===== config.mk =====
export PLATFORM = sky130hd
export DESIGN_NAME = mem_port_arbiter
export DESIGN_NICKNAME = d
export VERILOG_FILES = /design/src/rtl/mem_port_arbiter.sv
export SDC_FILE = /design/constraint.sdc
export NUM_CORES = 1
export LEC_CHECK = 0
export CORE_MARGIN = 3
export CORE_UTILIZATION = 40
export CTS_CLUSTER_DIAMETER = 50
export DETAILED_ROUTE_END_ITERATION = 12
export GPL_TIMING_DRIVEN = 0
export HOLD_SLACK_MARGIN = 0.08
export PLACE_DENSITY = 0.89
export SLEW_MARGIN = 20
export SYNTH_ARGS = -nofsm -noshare
export SYNTH_HDL_FRONTEND = slang
export SYNTH_SLANG_ARGS = --single-unit

===== constraint.sdc =====
create_clock -name clk -period 2.8 [get_ports clk]
set_clock_uncertainty 0.15 [all_clocks]
set_input_delay 0.56 -clock clk [delete_from_list [all_inputs] [get_ports clk]]
set_output_delay 0.56 -clock clk [all_outputs]
set_load 0.02 [all_outputs]

===== src/rtl/mem_port_arbiter.sv =====
// Arbitrates the single external memory port between instruction fetch and the
// load/store datapath: one outstanding transfer, stable request, one-cycle responses.
`timescale 1ns/1ps
module mem_port_arbiter #(
    parameter int ADDR_W       = 32,
    parameter int DATA_W       = 32,
    parameter int STARVE_LIMIT = 4,
    parameter int TIMEOUT      = 255
) (
    input  logic              clk,
    input  logic              rst_n,
    input  logic              if_req,
    input  logic [ADDR_W-1:0] if_addr,
    output logic              if_ack,
    output logic [DATA_W-1:0] if_rdata,
    output logic              if_err,
    input  logic              ls_req,
    input  logic              ls_we,
    input  logic [1:0]        ls_size,
    input  logic [ADDR_W-1:0] ls_addr,
    input  logic [DATA_W-1:0] ls_wdata,
    output logic              ls_ack,
    output logic [DATA_W-1:0] ls_rdata,
    output logic              ls_err,
    output logic              mem_req,
    output logic              mem_we,
    output logic [1:0]        mem_size,
    output logic [ADDR_W-1:0] mem_addr,
    output logic [DATA_W-1:0] mem_wdata,
    input  logic [DATA_W-1:0] mem_rdata,
    input  logic              mem_ready,
    output logic              busy
);

    localparam int SW = $clog2(STARVE_LIMIT + 1);
    localparam int TW = $clog2(TIMEOUT + 1);
    localparam logic [SW-1:0] STARVE_MAX  = SW'(STARVE_LIMIT);
    localparam logic [TW-1:0] TIMEOUT_MAX = TW'(TIMEOUT);
    localparam logic [1:0]    SIZE_WORD   = 2'b10;

    typedef enum logic [1:0] {
        S_IDLE = 2'd0,
        S_BUSY = 2'd1,
        S_RESP = 2'd2
    } state_e;

    state_e            state_q, state_d;
    logic              grant_ls_q, grant_ls_d;
    logic [SW-1:0]     starve_cnt_q, starve_cnt_d;
    logic [TW-1:0]     timeout_cnt_q, timeout_cnt_d;
    logic              mem_req_q, mem_req_d;
    logic              mem_we_q, mem_we_d;
    logic [1:0]        mem_size_q, mem_size_d;
    logic [ADDR_W-1:0] mem_addr_q, mem_addr_d;
    logic [DATA_W-1:0] mem_wdata_q, mem_wdata_d;
    logic              if_ack_q, if_ack_d;
    logic [DATA_W-1:0] if_rdata_q, if_rdata_d;
    logic              if_err_q, if_err_d;
    logic              ls_ack_q, ls_ack_d;
    logic [DATA_W-1:0] ls_rdata_q, ls_rdata_d;
    logic              ls_err_q, ls_err_d;

    logic              pick_ls;
    logic [TW-1:0]     timeout_inc;
    logic [DATA_W-1:0] read_data;

    // Load/store has priority unless fetch has lost STARVE_LIMIT times in a row.
    assign pick_ls     = ls_req && !(if_req && (starve_cnt_q == STARVE_MAX));
    assign timeout_inc = timeout_cnt_q + TW'(1);
    assign read_data   = mem_we_q ? '0 : mem_rdata;

    always_comb begin
        state_d       = state_q;
        grant_ls_d    = grant_ls_q;
        starve_cnt_d  = starve_cnt_q;
        timeout_cnt_d = timeout_cnt_q;
        mem_req_d     = mem_req_q;
        mem_we_d      = mem_we_q;
        mem_size_d    = mem_size_q;
        mem_addr_d    = mem_addr_q;
        mem_wdata_d   = mem_wdata_q;
        if_ack_d      = 1'b0;
        if_rdata_d    = '0;
        if_err_d      = 1'b0;
        ls_ack_d      = 1'b0;
        ls_rdata_d    = '0;
        ls_err_d      = 1'b0;

        unique case (state_q)
            S_IDLE: begin
                if (if_req || ls_req) begin
                    state_d    = S_BUSY;
                    grant_ls_d = pick_ls;
                    mem_req_d  = 1'b1;
                    if (pick_ls) begin
                        mem_we_d    = ls_we;
                        mem_size_d  = ls_size;
                        mem_addr_d  = ls_addr;
                        mem_wdata_d = ls_wdata;
                    end else begin
                        mem_we_d    = 1'b0;
                        mem_size_d  = SIZE_WORD;
                        mem_addr_d  = if_addr;
                        mem_wdata_d = '0;
                    end
                    if (if_req && !pick_ls) begin
                        starve_cnt_d = '0;
                    end else if (if_req && (starve_cnt_q != STARVE_MAX)) begin
                        starve_cnt_d = starve_cnt_q + SW'(1);
                    end
                end
            end

            S_BUSY: begin
                if (mem_ready) begin
                    state_d       = S_RESP;
                    mem_req_d     = 1'b0;
                    timeout_cnt_d = '0;
                    if (grant_ls_q) begin
                        ls_ack_d   = 1'b1;
                        ls_rdata_d = read_data;
                    end else begin
                        if_ack_d   = 1'b1;
                        if_rdata_d = read_data;
                    end
                end else if (timeout_inc == TIMEOUT_MAX) begin
                    // Abort: memory never answered, report an error with zero data.
                    state_d       = S_RESP;
                    mem_req_d     = 1'b0;
                    timeout_cnt_d = '0;
                    if (grant_ls_q) begin
                        ls_ack_d = 1'b1;
                        ls_err_d = 1'b1;
                    end else begin
                        if_ack_d = 1'b1;
                        if_err_d = 1'b1;
                    end
                end else begin
                    timeout_cnt_d = timeout_inc;
                end
            end

            S_RESP: begin
                state_d = S_IDLE;
            end

            default: begin
                state_d   = S_IDLE;
                mem_req_d = 1'b0;
            end
        endcase
    end

    always_ff @(posedge clk or negedge rst_n) begin
        if (!rst_n) begin
            state_q       <= S_IDLE;
            grant_ls_q    <= 1'b0;
            starve_cnt_q  <= '0;
            timeout_cnt_q <= '0;
            mem_req_q     <= 1'b0;
            mem_we_q      <= 1'b0;
            mem_size_q    <= 2'b00;
            mem_addr_q    <= '0;
            mem_wdata_q   <= '0;
            if_ack_q      <= 1'b0;
            if_rdata_q    <= '0;
            if_err_q      <= 1'b0;
            ls_ack_q      <= 1'b0;
            ls_rdata_q    <= '0;
            ls_err_q      <= 1'b0;
        end else begin
            state_q       <= state_d;
            grant_ls_q    <= grant_ls_d;
            starve_cnt_q  <= starve_cnt_d;
            timeout_cnt_q <= timeout_cnt_d;
            mem_req_q     <= mem_req_d;
            mem_we_q      <= mem_we_d;
            mem_size_q    <= mem_size_d;
            mem_addr_q    <= mem_addr_d;
            mem_wdata_q   <= mem_wdata_d;
            if_ack_q      <= if_ack_d;
            if_rdata_q    <= if_rdata_d;
            if_err_q      <= if_err_d;
            ls_ack_q      <= ls_ack_d;
            ls_rdata_q    <= ls_rdata_d;
            ls_err_q      <= ls_err_d;
        end
    end

    assign mem_req   = mem_req_q;
    assign mem_we    = mem_we_q;
    assign mem_size  = mem_size_q;
    assign mem_addr  = mem_addr_q;
    assign mem_wdata = mem_wdata_q;
    assign if_ack    = if_ack_q;
    assign if_rdata  = if_rdata_q;
    assign if_err    = if_err_q;
    assign ls_ack    = ls_ack_q;
    assign ls_rdata  = ls_rdata_q;
    assign ls_err    = ls_err_q;
    assign busy      = (state_q != S_IDLE);

endmodule


==> results of run 1 <==
-- placed cells by master, fill, tap and decap left out, types with 3 or more instances in the layout --
cell / netlist / layout
nand4_1: 3 / 3
clkbuf_1: 26 / 26
clkbuf_16: 0 / 17
clkinv_4: 0 / 3
inv_1: 7 / 7
nand2_1: 122 / 122
o21ai_0: 74 / 74
clkbuf_8: 0 / 4
ha_1: 4 / 4
nor2_1: 74 / 74
buf_2: 6 / 6
mux2i_1: 32 / 32
nand2b_1: 34 / 34
clkdlybuf4s50_1: 0 / 271
nor3_1: 3 / 3
inv_6: 0 / 4
nand3_1: 6 / 6
dfrtp_1: 150 / 150
-- repair_timing --
| action | CTS | global route |
|---|---|---|
| setup endpoints to repair | 0 | 0 |
| hold buffers | 1 | 0 |
| endpoints found under the hold margin | 49 | 0 |
| buffers inserted | 0 | 0 |
-- worst max-delay path: stages --
cell,delay (ns)
clkdlybuf4s50_1,0.48
o21ai_1,0.33
clkbuf_1,0.44
clkbuf_1,0.55
o311ai_2,0.19
-- per-stage QoR --
step	util	hold WS, ns	area [µm²]	total power, W	TNS, ns
2_1_floorplan	-	0.114	5850	0.00517	0
3_3_place_gp	0.624	0.310	8800	0.00713	-711.84
3_5_place_dp	0.627	0.319	8830	0.00726	-0.481
4_1_cts	0.669	0.333	9430	0.00953	0
5_1_grt	0.669	0.350	9430	0.0100	0
6_report	0.669	0.327	9430	0.00945	0
-- registers in the layout, indices dropped and copies added, names as in the netlist, 2 cells and up --
name,cells
state_q,2
mem_wdata,32
mem_size,2
timeout_cnt_q,8
starve_cnt_q,3
if_rdata,32
mem_addr,32
ls_rdata,32
-- worst max-delay path by stage --
stage | from | end | slack (ns) | depth (start not counted)
floorplan | timeout_cnt_q[0]$_DFFE_PN0P_ | mem_req$_DFFE_PN0P_ | 1.00 | 6
global placement | rst_n | mem_wdata[28]$_DFFE_PN0P_ | -4.76 | 1
detailed placement | if_req | mem_req$_DFFE_PN0P_ | -0.11 | 5
CTS | if_req | mem_req$_DFFE_PN0P_ | 0.34 | 5
global route | if_req | mem_addr[30]$_DFFE_PN0P_ | 0.20 | 6
finish | if_req | mem_req$_DFFE_PN0P_ | 0.35 | 5
-- per-layer routing --
metal / routed length (µm) / vias up
li1: - / 2424
met1: 6570 / 2519
met2: 9450 / 262
met3: 1740 / 25
met4: 436 / 0
met5: 0 / -
-- kinds of logic after synthesis --
family / Yosys count / share of synthesized area
compound gates: 84 / 0.0787
xor+xnor: 2 / 0.00299
fa+ha+maj: 4 / 0.00855
buf+inv: 39 / 0.0263
flops: 150 / 0.641
mux: 33 / 0.0567
simple gates: 251 / 0.185
-- power by group through the flow --
stage	Clock, W	Sequential, W	Combinational [W]
floorplan	0	0.00400	0.00117
global placement	0	0.00327	0.00386
detailed placement	0	0.00331	0.00396
CTS	0.00228	0.00327	0.00398
global route	0.00239	0.00336	0.00425
finish	0.00225	0.00328	0.00393
-- final cells by class --
cell class                      count  share of cell area
Buffer                             32              0.0135
Multi-Input combinational cell    374               0.206
Clock buffer                       21              0.0509
Timing Repair Buffer              274               0.293
Inverter                            7             0.00279
Tap cell                          180              0.0239
Clock inverter                     11              0.0118
Sequential cell                   150               0.398
==> results by group, run 1 <==
Clock tree
  • Root Buffer: clkbuf_16
  • CTS tree: built
  • H-tree levels: 4
  • Clock Path Buffers: 2
  • CTS clk-pin slew, worst paths: roughly 0.070 ns
  • CTS Buf Count: 17
  • CTS Sinks: 150
  • PostCTS Resize Cnt: 0
  • Worst-skew pair later-pin latency: 0.41 ns

Worst setup path
  • CP arrival: 2.56 ns
  • Crit Path Max Fanout: 10
  • CP Launch Type: input pin
  • R2r setup slk: 0.58 ns
  • Reg-to-Reg Start: state_q[1]$_DFFE_PN0P_
  • CP endpoint kind: flop
  • Worst R2R Path Depth: 5
  • WS Path Type: input pin to flop
  • WP data required: 2.91 ns
  • Reg2reg end: mem_req$_DFFE_PN0P_

Worst hold path
  • Hold path startpoint: mem_addr[4]$_DFFE_PN0P_
  • WHS Path Cells: 2
  • Hold worst-path end: mem_addr[4]$_DFFE_PN0P_
  • Worst min path class: flop to flop

Drt
  • Total Wirelength: 18.2 mm
  • DRT iter0 DRCs: 211
  • Antenna viol nets, final: 0
  • Vias post-DR: 5,230
  • 1st-pass router iterations: 4
  • Vias per Instance: approximately 5
  • Drt drc: 0
  • WL/cell: 17.4 µm

Timing
  • Maximum clock rate: 0.409 GHz
  • RSZ-0062 raised after global routing: no
  • Max transition margin: 0.555
  • Final hold vios: 0
  • Final Cycle Share: 0.874
  • Fin worst setup slack: 0.353 ns
  • Tmin final: 2.45 ns
  • Final Max Slew Viols: 0
  • Setup violators final: 0
  • Slew @ Worst Pin: approximately 0.66 ns

Place
  • Dpl ws: -0.108 ns
  • DP Cell Count: 1,016
  • Final HPWL DP: approximately 14 mm
  • RePlAce Congestion: ~0.89
  • I/O Buffers: approximately 270

GRT
  • GRT busiest layer: met2
  • Largest net degree at the start of global routing: 102
  • First-pass GRT wire length: 28.8 mm
  • Met1 usage: 0.254
  • Vias in the first global route: 5,446
  • Grt ovf: 0
  • Gr usage total: 0.231
  • Met2 track demand over resource: 0.413
  • Initial antenna violation count: 0
  • Met3 usage: 0.0821

Layout
  • Syn-to-layout area delta: 61.2%
  • Multi-input gate area: 1940 µm²
  • Register area: approximately 3800 µm²
  • Antenna diode count: 0
  • Fillers: 1,065
  • Nets: 996
  • Non-filler cells, final: 1,049
  • Share of cells above drive strength 1: 0.0541

Pwr
  • Sequential Power Share: 0.347
  • Switching power total: around 0.0036 W
  • VDD IR max: 525 µV
  • Clock Power Share: 0.238
  • Pwr dens: 1000 nW/µm²
  • Switch share: 0.376
  • Leakage Power: 4.20 nW
  • Combinational Power Share: 0.415
  • Int Power: 0.00590 W

Synth
  • Syn_area_per_cell: 10.4 µm²
  • Yosys cell types: 31
  • Seq/Total Area, Yosys: 0.641
  • FF+latch count, synth: 150
  • Net Count, Synth: roughly 700
  • Asr flop ratio synth: 1.00
  • Top_reg_cell synth: dfrtp_1
  • Count leader, synth: dfrtp_1
  • Cell Area, Synth: 5850 µm²
  • Number of cells produced by synthesis: 563
  • Synth top area share: 0.641
  • EDFF count, synth: 0
  • Yosys warns: 0
  • Synth top area cells: dfrtp_1 (64%), nand2_1 (7.8%), o21ai_0 (6.3%)
  • Largest area contributor in the netlist: dfrtp_1
  • Top cells by instance count after synthesis: dfrtp_1 (150), nand2_1 (122), nor2_1 (74), o21ai_0 (74), nand2b_1 (34)

Floorplan
  • Die Width: between 100 and 150 µm
  • Die area: 16,100 µm²
  • Starting density of the core: 0.415
  • Die H: ~130 µm
  • Row count: 43
  • I/O Pins: 273
  • Core area: roughly 14,000 µm²

Outcome
  • Status: completed

Run
  • Maximum Capacitance Violations: 0
Power figures use the tool's default switching activity.
==> run 2, diff against run 1 <==
Settings changed: CORE_UTILIZATION 40 to 44, PLACE_DENSITY 0.89 to 0.95.
==> results by group, run 2 (synthesized netlist as in run 1, its figures left out) <==
Layout
  • Syn-to-layout area delta: 60.6%
  • Nets: 996
  • Fillers: 856
  • Highest-count cells in the layout ignoring fill and taps: clkdlybuf4s50_1 (271), dfrtp_1 (150), nand2_1 (122)
  • Most common cell after layout, fill and taps aside: clkdlybuf4s50_1
  • Share of cells above drive strength 1: 0.0497
  • Antenna diode count: 0

Timing
  • Final Cycle Share: 0.874
  • Fin Setup TNS: 0 ns
  • Maximum clock rate: 0.409 GHz
  • RSZ-0062 raised after global routing: no
  • Tmin final: 2.45 ns
  • Final hold vios: 0
  • Slew @ Worst Pin: ~0.65 ns
  • Setup violators final: 0
  • Max transition margin: 0.568
  • Final Max Slew Viols: 0
  • Fin Hold WS: 0.327 ns
  • Fin worst setup slack: 0.353 ns

Worst setup path
  • CP Launch Type: input pin
  • Crit path largest cell delay: 0.52 ns
  • CP arrival: 2.55 ns
  • WP data required: 2.91 ns
  • Most used cell, CP: clkbuf_1
  • Crit Path Max Fanout: 10
  • Cell chain of the critical path: clkdlybuf4s50_1, o21ai_1, clkbuf_1, clkbuf_1, o311ai_2
  • WS Path Type: input pin to flop
  • Critical Path Slowest Stage Cell: clkbuf_1
  • CP endpoint kind: flop

Drt
  • Metal-1 WL: 6.73 mm
  • WL/cell: 17.2 µm
  • Antenna viol nets, final: 0
  • Vias post-DR: 5,177
  • Total Wirelength: 17.8 mm
  • Vias per Instance: 4.99
  • DRT iter0 DRCs: 285
  • Drt drc: 0
  • 1st-pass router iterations: 5
  • Met2 wire len: approximately 9.3 mm
  • Max layer used: met4
  • Routed wl met3: 1.47 mm

Floorplan
  • Row count: 41
  • Die H: 121 µm
  • Core area: 12,800 µm²
  • I/O Pins: 273
  • Starting density of the core: 0.456
  • Die Width: around 120 µm
  • Die area: 14,700 µm²

Clock tree
  • Clock Path Buffers: 2
  • Postcts setup bufs: 0
  • Worst-skew pair later-pin latency: ~0.4 ns
  • CTS Buf Count: 17
  • H-tree levels: 4
  • Root Buffer: clkbuf_16
  • PostCTS Resize Cnt: 0
  • CTS Sinks: 150
  • CTS tree: built
  • CTS clk-pin slew, worst paths: 0.06 ns

GRT
  • First-pass GRT wire length: 27.8 mm
  • Initial antenna violation count: 0
  • Gr usage total: 0.247
  • Grt ovf: 0
  • Largest net degree at the start of global routing: between 90 and 100
  • Vias in the first global route: 5,180

Pwr
  • Leakage Power: between 4 and 5 nW
  • VDD IR max: 615 µV
  • Pwr dens: roughly 1000 nW/µm²

Place
  • I/O Buffers: 272
  • RePlAce Congestion: 0.871
  • Dpl ws: -0.0908 ns
  • Final HPWL DP: 13.6 mm

Worst hold path
  • Worst min path class: flop to flop

Run
  • Maximum Capacitance Violations: 0

Outcome
  • Status: completed
run 2: cell types whose count changed in the layout (fill, tap and decap cells not counted):
cell / before / now
clkinv_4: 3 / 0
inv_6: 4 / 2
clkbuf_1: 26 / 27
clkbuf_8: 4 / 5
run 2: repair_timing:
action | in CTS | in global routing
endpoints found under the hold margin | 60 | 0
hold buffers | 1 | 0
endpoints found under the setup margin | 0 | 0
run 2: cell type report:
class / count / area (µm²) / share of cell area
buffer: 32 / 128 / 0.0136
clock buffer: 23 / 498 / 0.0530
clock inverter: 6 / 67.6 / 0.00719
inverter: 7 / 26.3 / 0.00280
multi-input combinational: 374 / 1940 / 0.207
sequential: 150 / 3750 / 0.399
tap: 172 / 215 / 0.0229
timing repair buffer: 274 / 2770 / 0.294
run 2: routing by layer:
layer  global-route usage  vias up
li1                     -     2421
met1                0.287     2474
met2                0.431      260
met3               0.0751       22
met4               0.0910        0
met5                    0        -
run 2: worst paths after layout:
| check | endpoint | startpoint | cells past startpoint | slack [ns] |
|---|---|---|---|---|
| min in group asynchronous | ls_rdata[18]$_DFF_PN0_ | rst_n | 2 | 0.53 |
| min reg2reg | mem_addr[8]$_DFFE_PN0P_ | mem_addr[8]$_DFFE_PN0P_ | 2 | 0.33 |
| max in group asynchronous | ls_rdata[1]$_DFF_PN0_ | rst_n | 3 | 1.18 |
| max | mem_req$_DFFE_PN0P_ | if_req | 5 | 0.35 |
| min | mem_addr[8]$_DFFE_PN0P_ | mem_addr[8]$_DFFE_PN0P_ | 2 | 0.33 |
| max reg2reg | mem_addr[29]$_DFFE_PN0P_ | starve_cnt_q[0]$_DFFE_PN0P_ | 7 | 0.57 |
run 2: report_power, final:
part / switching (W) / total (W) / internal (W)
logic: 0.00220 / 0.00392 / 0.00171
registers: 0.000420 / 0.00327 / 0.00285
clock network: 0.000847 / 0.00218 / 0.00133
run 2: per-stage QoR:
stage,utilization,power [W],cell area [µm²],cells
floorplan,-,0.00517,5850,563
global placement,0.685,0.00710,8790,1007
detailed placement,0.688,0.00724,8820,1008
CTS,0.733,0.00942,9400,1038
global route,0.733,0.00987,9400,1038
finish,0.733,0.00937,9400,1038
run 2: worst max-delay path: cells and delay by family:
kind                   cells  cell delay [ns]
buffers and inverters      3             1.47
AO/OA/AOI/OAI              2             0.52
==> RTL edit, RTL diff (flow settings as in run 2) <==
Change the parameter `STARVE_LIMIT` from 4 to 2.
--- a/src/rtl/mem_port_arbiter.sv
+++ b/src/rtl/mem_port_arbiter.sv
@@ -6,3 +6,3 @@
     parameter int DATA_W       = 32,
-    parameter int STARVE_LIMIT = 4,
+    parameter int STARVE_LIMIT = 2,
     parameter int TIMEOUT      = 255
Formal check against the unedited RTL: not equivalent (Yosys sat finds a counterexample within 10 cycles, from zero or initial values and one cycle with rst_n low).
==> RTL edit against run 2 <==
Wire length rose by 4.3%; sequential share of layout area rose by 0.30 points; sequential cell count fell by 1; fmax fell by 1.6%; count of clock-buffer cells in the layout fell by 3; total power fell by 1.7%; first-iteration DRC count rose by 36%; via count fell by 6.6%; final area fell by 1.4%; synthesized cell count fell by 18%; area after synthesis fell by 2.6%; worst setup slack got worse by 0.040 ns; largest cell class unchanged.
==> RTL edit: results (changes against run 2) <==
[metrics] run status: completed
[metrics] root buf cell: clkbuf_16
[metrics] Post-synth EDFFs: 0 (unchanged)
[metrics] via density per instance: 5.20 (+4.2%)
[metrics] worst setup path start: state_q[0]$_DFFE_PN0P_
[metrics] iteration-0 DRC count of the detailed router: 388 (+36%)
[metrics] antenna diode count: 0 (unchanged)
[metrics] GRT Resource Usage Total: 0.266 (+0.0192)
[metrics] share of synthesized flip-flops with an asynchronous set or reset: 1.00 (unchanged)
[metrics] vias: 4834 (-6.6%)
[metrics] leakage power summed over all cells: 0.00418 uW (-0.16%)
[metrics] IO Port Bufs: 271 (-0.37%)
[metrics] source of the worst register-to-register timing path: timeout_cnt_q[0]$_DFFE_PN0P_
[metrics] total of warnings raised by yosys: 0 (unchanged)
[metrics] first-pass GRT wire length: 29500 um (+5.9%)
[metrics] number of global-route vias before repair: 5292 (+2.2%)
[metrics] post-cts resize count: 0 (unchanged)
[metrics] number of nets in the finished design: 890 (-11%)
[metrics] most used standard cells in the synthesized netlist: 149 x dfrtp_1, 61 x and2_1, 45 x nand2_1
[metrics] Hold Path Origin: mem_addr[19]$_DFFE_PN0P_
[metrics] maximum level of the CTS H-tree: 4 (unchanged)
[metrics] maximum vdd drop: 537 uV (-13%)
[metrics] total instance count after detailed placement: 899 (-11%)
[metrics] worst min-delay path class: flip-flop to flip-flop
[metrics] first-pass detailed-route iteration total: 4 (-1)
[metrics] post-synthesis xor/xnor area fraction: 0.00154 (-0.00146)
[metrics] final RePlAce weighted congestion: 0.863 (-0.90%)
[metrics] number of antenna violations at the first check in global routing: 0 (unchanged)
[metrics] share of layout cells above drive strength 1: 0.0577 (+0.00809)
[metrics] pre-CTS setup slack: 0.0471 ns (+0.138 ns)
[metrics] clock latency of the later-clocked register in the worst-skew pair: 0.41 ns
[metrics] largest net degree at the start of global routing: 79 (-13%)
[metrics] mux contribution to synthesized area: 0.0562 (-0.000446)
[metrics] proportion of synthesized chip area in sequential cells: 0.654 (+0.0129)
[metrics] maximum buffer depth of the clock tree: 2 (unchanged)
[metrics] post-synthesis share of cell area spent on full adders, half adders and majority gates: 0.00659 (-0.00196)
[metrics] main area contributors after synthesis: dfrtp_1 65%, and2_1 6.7%, mux2i_1 5.6%, a22o_1 5.4%, o21ai_0 3.2%
[metrics] final setup fails: 0 (unchanged)
[metrics] Synth cell types: 40 (+29%)
[metrics] Compound-Gate Fraction of Synth Area: 0.126 (+0.0476)
[metrics] post-synthesis cell count: 459 (-18%)
[metrics] maximum fanout along the worst path: 5 (-5)
[metrics] DPL Wire Length: 13700 um (+0.26%)
[metrics] TritonCTS Buffers: 17 (unchanged)
[metrics] clk slew on worst S/H paths: 0.06 ns (about the same)
[metrics] aggregate routed wire length: 18600 um (+4.3%)
[metrics] slew at the pin closest to its max-slew limit: 0.994 ns (+0.348 ns)
[metrics] Synth Net Count: 598 (-15%)
==> RTL edit: through the flow <==
stage	hold WS, ns	area, um2	power (uW)	TNS [ns]	util
floorplan	0.114	5700	4910	0	-
global placement	0.313	8620	6710	-666.33	0.700
detailed placement	0.323	8650	6870	0	0.703
CTS	0.336	9270	9280	0	0.753
global route	0.364	9270	9660	0	0.753
finish	0.332	9270	9210	0	0.753
==> RTL edit: timing repair <==
action                                  in CTS  in global routing
endpoints found under the setup margin       0                  0
setup buffers                                0                  0
hold buffers                                 1                  0
hold endpoints to repair                    77                  0
==> RTL edit: per-layer routing <==
metal | global-route usage | up-vias | wire length (um)
li1 | - | 2178 | -
met1 | 0.297 | 2333 | 6690
met2 | 0.464 | 277 | 9600
met3 | 0.101 | 46 | 1800
met4 | 0.101 | 0 | 495
met5 | 0 | - | 0
==> RTL edit: kinds of logic (layout without fill, tap and decap cells) <==
kind of cell | after synthesis | count (layout)
buf+inv | 35 | 338
compound gates | 100 | 100
xor+xnor | 1 | 1
fa+ha+maj | 3 | 3
flops | 149 | 149
mux | 32 | 32
simple gates | 139 | 139
==> RTL edit: area by class of cell <==
cell class / count / area, um2
Buffer: 28 / 116
Inverter: 7 / 26.3
Clock buffer: 20 / 447
Sequential cell: 149 / 3730
Tap cell: 168 / 210
Clock inverter: 10 / 156
Fill cell: 748 / 3050
Multi-Input combinational cell: 275 / 1830
Timing Repair Buffer: 273 / 2760
==> RTL edit: where the power goes <==
part,switching [uW],total [uW],internal (uW)
clock network,840,2340,1500
logic,2000,3690,1680
registers,386,3190,2800
==> RTL edit: final timing paths <==
path                                          endpoint  slack [ns]  depth (start not counted)
hold reg to reg               mem_addr[19]$_DFFE_PN0P_        0.33                          2
hold / removal                mem_addr[19]$_DFFE_PN0P_        0.33                          2
min in group asynchronous       if_rdata[29]$_DFF_PN0_        0.55                          2
setup / recovery                                  busy        0.31                          3
setup reg to reg                state_q[0]$_DFFE_PN0P_        0.54                          5
max in group asynchronous  starve_cnt_q[0]$_DFFE_PN0P_        1.19                          3
==> RTL edit: critical path: stages, from the launching register on <==
cell             delay, ns
dfrtp_1               0.41
nor2_1                0.31
inv_1                 0.09
clkdlybuf4s50_1       0.56
